--- config.mk ---
export PLATFORM = sky130hd
export DESIGN_NAME = uart_rx
export DESIGN_NICKNAME = d
export VERILOG_FILES = /design/src/rtl/uart_rx.sv
export SDC_FILE = /design/constraint.sdc
export NUM_CORES = 1
export LEC_CHECK = 0
export CAP_MARGIN = 20
export CORE_MARGIN = 3
export CORE_UTILIZATION = 48
export DETAILED_ROUTE_END_ITERATION = 8
export GPL_TIMING_DRIVEN = 0
export PLACE_DENSITY = 0.77
export SLEW_MARGIN = 10
export SYNTH_ARGS = -nofsm -noshare
export SYNTH_HDL_FRONTEND = slang
export SYNTH_SLANG_ARGS = --single-unit
--- constraint.sdc ---
create_clock -name clk_sys_i -period 2.5 [get_ports clk_sys_i]
set_clock_uncertainty 0.15 [all_clocks]
set_input_delay 0.375 -clock clk_sys_i [delete_from_list [all_inputs] [get_ports clk_sys_i]]
set_output_delay 0.375 -clock clk_sys_i [all_outputs]
set_load 0.05 [all_outputs]
--- src/rtl/uart_rx.sv ---
// 8N1 UART receiver: 2-flop synchronizer, mid-bit sampling FSM,
// one-entry valid/ready holding register with error pulses.
module uart_rx #(
  parameter int ClockFrequency = 50_000_000,
  parameter int BaudRate       = 115_200
) (
  input  logic       clk_sys_i,
  input  logic       rst_sys_i,
  input  logic       uart_rx_i,
  output logic [7:0] rx_data_o,
  output logic       rx_valid_o,
  input  logic       rx_ready_i,
  output logic       rx_busy_o,
  output logic       rx_frame_err_o,
  output logic       rx_overrun_o
);

  localparam int ClocksPerBit = ClockFrequency / BaudRate;
  localparam int HalfBit      = ClocksPerBit / 2;
  localparam int CntW         = $clog2(ClocksPerBit);

  localparam logic [CntW-1:0] HalfLast = CntW'(HalfBit - 1);
  localparam logic [CntW-1:0] BitLast  = CntW'(ClocksPerBit - 1);

  if (ClocksPerBit < 4) begin : g_cpb_check
    $error("uart_rx: ClocksPerBit must be >= 4");
  end

  typedef enum logic [2:0] {
    S_IDLE,
    S_START,
    S_DATA,
    S_STOP,
    S_WAIT_HIGH
  } state_t;

  state_t          state;
  logic [CntW-1:0] cnt;
  logic [2:0]      bit_idx;
  logic [7:0]      shift;
  logic            sync1;
  logic            rxs;

  always_ff @(posedge clk_sys_i) begin
    if (rst_sys_i) begin
      state          <= S_IDLE;
      cnt            <= '0;
      bit_idx        <= '0;
      shift          <= '0;
      sync1          <= 1'b1;
      rxs            <= 1'b1;
      rx_data_o      <= '0;
      rx_valid_o     <= 1'b0;
      rx_busy_o      <= 1'b0;
      rx_frame_err_o <= 1'b0;
      rx_overrun_o   <= 1'b0;
    end else begin
      sync1          <= uart_rx_i;
      rxs            <= sync1;
      rx_frame_err_o <= 1'b0;
      rx_overrun_o   <= 1'b0;
      cnt            <= cnt + 1'b1;
      if (rx_valid_o && rx_ready_i) begin
        rx_valid_o <= 1'b0;
      end
      unique case (state)
        S_IDLE: begin
          cnt <= '0;
          if (!rxs) begin
            state     <= S_START;
            rx_busy_o <= 1'b1;
          end
        end
        S_START: begin
          if (cnt == HalfLast) begin
            cnt     <= '0;
            bit_idx <= '0;
            if (rxs) begin
              state     <= S_IDLE;
              rx_busy_o <= 1'b0;
            end else begin
              state <= S_DATA;
            end
          end
        end
        S_DATA: begin
          if (cnt == BitLast) begin
            cnt     <= '0;
            shift   <= {rxs, shift[7:1]};
            bit_idx <= bit_idx + 1'b1;
            if (bit_idx == 3'd7) begin
              state <= S_STOP;
            end
          end
        end
        S_STOP: begin
          if (cnt == BitLast) begin
            cnt <= '0;
            if (rxs) begin
              state     <= S_IDLE;
              rx_busy_o <= 1'b0;
              // a same-cycle accept frees the slot for the new byte
              if (!rx_valid_o || rx_ready_i) begin
                rx_data_o  <= shift;
                rx_valid_o <= 1'b1;
              end else begin
                rx_overrun_o <= 1'b1;
              end
            end else begin
              state          <= S_WAIT_HIGH;
              rx_frame_err_o <= 1'b1;
            end
          end
        end
        S_WAIT_HIGH: begin
          cnt <= '0;
          if (rxs) begin
            state     <= S_IDLE;
            rx_busy_o <= 1'b0;
          end
        end
        default: begin
          state     <= S_IDLE;
          rx_busy_o <= 1'b0;
        end
      endcase
    end
  end

endmodule

======== Yosys cells after proc, flatten, opt, wreduce, memory -nomap -nowiden ========
Index checks and enable logic that the tools add are counted.
storage, ports and cells
  register bits after elaboration ......... 37
  input bits .............................. 4
  output and inout bits ................... 12
  word-level logic and storage cells ...... 71
cells by class
  add/sub/neg operators ................... 2
  eq/ne operators ......................... 13
  muxes and demuxes ....................... 27
  bitwise gates (word level) .............. 4
  reductions and logical operators ........ 14
operators by type and width
  cell                                                  count
  2-to-1 mux 3 bit                                      9
  one-hot mux 9 bit (3 select lines)                    1
  2-to-1 mux 9 bit                                      2
  one-hot mux 3 bit (5 select lines)                    1
  inequality test 2 bit (second input constant)         6
  2-to-1 mux 1 bit                                      11
  adder 9 x 1 -> 9 bit (second input constant)          1
  equality test 9 x 8 -> 1 bit (second input constant)  1
  equality test 9 bit (second input constant)           1
  AND reduction 4 bit                                   2
  equality test 3 x 2 -> 1 bit (second input constant)  2
  equality test 3 bit (second input constant)           2
  one-hot mux 3 bit (2 select lines)                    1
  AND reduction 6 bit                                   1
  one-hot mux 1 bit (5 select lines)                    1
  inverter 1 bit                                        4
  OR reduction 2 bit                                    2
  OR reduction 4 bit                                    1
  adder 3 x 1 -> 3 bit (second input constant)          1
  equality test 3 x 1 -> 1 bit (second input constant)  1
  logical NOT 3 bit                                     1
  AND reduction 3 bit                                   1
  OR reduction 3 bit                                    1
  2-to-1 mux 2 bit                                      1
  5 further kinds                                       5

======== Logic depth before layout (Yosys ltp) ========
  depth after elaboration ................. 6
  gate-level depth with buffers ........... 7
  gate-level depth less buffers ........... 6

======== Least setup slack after synthesis ========
Ideal clock, no wire load.
  path type ............................... reg2reg
  start point ............................. register bit_idx[0]
  end point ............................... register state[0]
  setup time .............................. 121 ps
  arrival ................................. 1511 ps
  path slack .............................. 717 ps
  stages on the path, launching flop included .. 7
  path buffers ............................ 0
  period minus slack after synthesis ...... 1783 ps
  cells stage by stage .................... dfxtp_1 > ha_1 > ha_1 > or3b_1 > a21oi_1 > a211oi_2 > mux2_4
between the ends
  cells in the longest elaborated chain, start to end .. 3
RTL lines
  what                             RTL line  text
  start: declaration               39        logic [2:0] bit_idx;
  start signal: assignment         90        bit_idx <= bit_idx + 1'b1;
  equality test 3 bit              91        if (bit_idx == 3'd7) begin
  inequality test 2 bit (no line)  -
  AND reduction 6 bit (no line)    -
  end signal: assignment           92        state <= S_STOP;
  end signal: assignment           100       state <= S_IDLE;
  end signal: assignment           110       state <= S_WAIT_HIGH;
  end: declaration                 37        state_t state;
Every way passes these cells.
A chain may end at the register's enable or synchronous reset.

======== Worst setup path after layout ========
  start point ............................. register rx_data_o[0]
  end point ............................... output port rx_data_o[0]
RTL lines
  what                      RTL line  text
  start: declaration        10        output logic [7:0] rx_data_o,
  start signal: assignment  104       rx_data_o <= shift;
No word-level cell between the ends.

==> metrics.csv <==
metric,value,unit
status,"complete, no violations",
insertion delay of the later-clocked pin in the worst-skew pair,0.34,ns
drt pass-1 iters,4,
part of the cycle the worst path needs,82.2,%
synthesis-to-layout area growth,15.6,%
# Max-Cap Violations,0,
count of mapped cells out of synthesis,186,
power density over the cells,492,mW/mm2
count of routing violations after the opening detailed-route iteration,114,
IR Drop Worst-Case VDD,0.000290,V
FMAX,487,MHz
"Slowest-stage cell, CP",sky130_fd_sc_hd__clkdlybuf4s50_1,
class of the tightest hold or removal check,reg2reg,
critical path data arrival time,1.53,ns
area of the multi-input gates,877,um2
net switching power figure,0.000219,W
post-detailed-placement half-perimeter wirelength,2530,um
cell at the root of the clock tree,sky130_fd_sc_hd__clkbuf_4,
post-route design area,0.00196,mm2
die outline height,65.4,um
total buffers and inverters traversed by the critical path,1,
"EDFF count, synth",0,
path depth of the worst reg2reg path,5,
area of the core,0.00320,mm2
total negative setup slack,0,ns
Crit. path cell count,1,
total setup buffers inserted after CTS,0,
count of input and output buffers,15,
antenna cell count,0,
Worst Max-Slew Pin Slew,0.522,ns
endpoints failing hold,0,
global-route wire length before repair,5740,um
async set or reset register ratio after synthesis,0,%
register share of total power,61.8,%
overall global routing resource usage,17.5,%
count of standard-cell rows,20,
top_reg_cell synth,sky130_fd_sc_hd__dfxtp_1,
peak per-stage delay on the critical path,0.83,ns
Sequential Area,741,um2
Total Routed Length,3430,um
Hold Path Depth,1,
final slew viol count,0,
CP cell instances,clkdlybuf4s50_1,
final number of setup-violating endpoints,0,
type of the setup path with the least slack,reg2out,
number of levels the H-tree was split into,2,
average footprint of a synthesized cell,9.10,um2
number of remaining DRC errors,0,
Routed Antenna Nets,0,
endpoint required time on the critical path,1.98,ns
total congestion overflow after global routing,0,
antenna violations before repair,0,
overall power of the completed layout,0.000963,W
sinks on the clock net,37,
post-cts sizing count,0,
drt via density,5.37,
number of global-route vias before repair,1302,
critical path's top delay family,buffers and inverters,
TritonCTS clock tree,done,
pin count of the biggest net entering global routing,12,
design internal power,0.000744,W
fillers,295,
number of buffers on the longest clock path,2,
clock edge transition at the registers on the reported setup and hold paths,0.11,ns
ports placed on the boundary,16,
final RePlAce weighted congestion,0.871,
switching fraction of total power,22.7,%
final period demand of the worst path,2.05,ns
Clk pwr share,33.2,%
total number of vias,1353,
Post-CTS Hold Fix Bufs,0,
number of warnings reported in the yosys synthesis log,0,
Initial Utilization,52.9,%
synthesized area,0.00169,mm2
Final #Nets,217,
leak pwr,0.667,nW
placement-stage cell area,0.00190,mm2
final cell utilization of the core,61.1,%
die footprint,0.00428,mm2
setup repair after global routing missed its margin,false,
sequential cell area fraction in the yosys report,43.8,%
max_slew headroom,65.1,%
Netlist cell types,40,
combinational cell fraction of total power,5.0,%
WL/cell,13.6,um
synthesized net count,195,
fraction of layout instances using a drive strength above 1,13.0,%
crit end category,primary output,
synthesis-stage register bit count,37,
total CTS buffers,5,
die outline width,65.4,um
largest fanout on the critical path,2,
type of origin of the critical path,flip-flop,
[placed cells by master, fill, tap and decap left out, types with 3 or more instances in the layout]
| master | instances |
|---|---|
| sky130_fd_sc_hd__nor2_1 | 21 |
| sky130_fd_sc_hd__mux2i_1 | 8 |
| sky130_fd_sc_hd__nand2_1 | 10 |
| sky130_fd_sc_hd__clkbuf_1 | 5 |
| sky130_fd_sc_hd__clkbuf_4 | 5 |
| sky130_fd_sc_hd__or3b_1 | 3 |
| sky130_fd_sc_hd__nand4_1 | 3 |
| sky130_fd_sc_hd__nand3_1 | 15 |
| sky130_fd_sc_hd__a21oi_1 | 17 |
| sky130_fd_sc_hd__xnor2_1 | 5 |
| sky130_fd_sc_hd__nor3_1 | 7 |
| sky130_fd_sc_hd__buf_4 | 3 |
| sky130_fd_sc_hd__inv_1 | 5 |
| sky130_fd_sc_hd__ha_1 | 5 |
| sky130_fd_sc_hd__o21ai_0 | 9 |
| sky130_fd_sc_hd__or2_2 | 3 |
| sky130_fd_sc_hd__dfxtp_1 | 37 |
| sky130_fd_sc_hd__clkdlybuf4s50_1 | 15 |
[registers in the layout, indices dropped and copies added, names as in the netlist]
register,flops
cnt,9
rx_data_o,8
shift,8
bit_idx,3
state,3
rx_busy_o,1
rx_frame_err_o,1
rx_overrun_o,1
rx_valid_o,1
rxs,1
sync1,1
[synth_stat cells, drive strengths merged, types with 2 or more instances]
cell,number,share of area (%)
clkbuf,6,1.4
nor2b,2,0.74
or3b,4,2.1
nand4b,2,1.0
a21oi,17,5.0
nor2,21,4.7
buf,5,1.9
nand4,3,1.1
or2,3,1.1
o21ai,9,2.7
nor3,7,2.1
ha,5,3.7
mux2i,8,4.7
and4,2,1.0
and4bb,2,1.5
a211oi,2,1.2
dfxtp,37,44
nand3,15,4.4
xor2,2,1.0
inv,5,1.1
xnor2,5,2.6
and4b,2,1.5
nand2,11,2.6
[power by group through the flow]
stage               sequential (W)  combinational [W]  clock [W]
floorplan                 0.000612          0.0000299          0
global placement          0.000609          0.0000457          0
detailed placement        0.000609          0.0000474          0
CTS                       0.000595          0.0000478   0.000328
global route              0.000596          0.0000521   0.000359
finish                    0.000595          0.0000479   0.000320
[cells by family after synthesis]
family / synth area share [%]
compound gates: 11.3
buf+inv: 4.43
simple gates: 27.6
flops: 43.8
mux: 5.62
fa+ha+maj: 3.70
xor+xnor: 3.62
[routing by layer]
layer | global-route usage, % | share of wire [%] | up-vias
met5 | 0 | 0 | -
met4 | 8.55 | 2.1 | 0
met3 | 3.59 | 3.3 | 8
met2 | 30.1 | 50 | 29
met1 | 20.7 | 44 | 617
li1 | - | - | 699
[layout make-up]
type / instances / share of cell area, %
clock inverters: 1 / 0.384
repair buffers: 15 / 7.67
plain buffers: 11 / 2.88
clock buffers: 6 / 2.62
multi-input cells: 133 / 44.8
flip-flops and latches: 37 / 37.9
well taps: 44 / 2.81
inverters: 5 / 0.959
[per-stage QoR]
| stage | worst slack (ns) | hold slack (ns) | std cells |
|---|---|---|---|
| floorplan | 0.717 | 0.239 | 186 |
| global placement | 0.515 | 0.246 | 245 |
| detailed placement | 0.466 | 0.257 | 245 |
| CTS | 0.434 | 0.282 | 252 |
| global route | 0.389 | 0.300 | 252 |
| finish | 0.445 | 0.277 | 252 |
[path summary, 6_finish.rpt]
path                                   start            to  slack (ns)
worst max-delay path            rx_data_o[0]  rx_data_o[0]        0.45
worst max register to register        cnt[0]      state[0]        0.61
worst min-delay path                   sync1           rxs        0.28
worst min register to register         sync1           rxs        0.28
No activity file was read; power rests on OpenSTA's default activity.
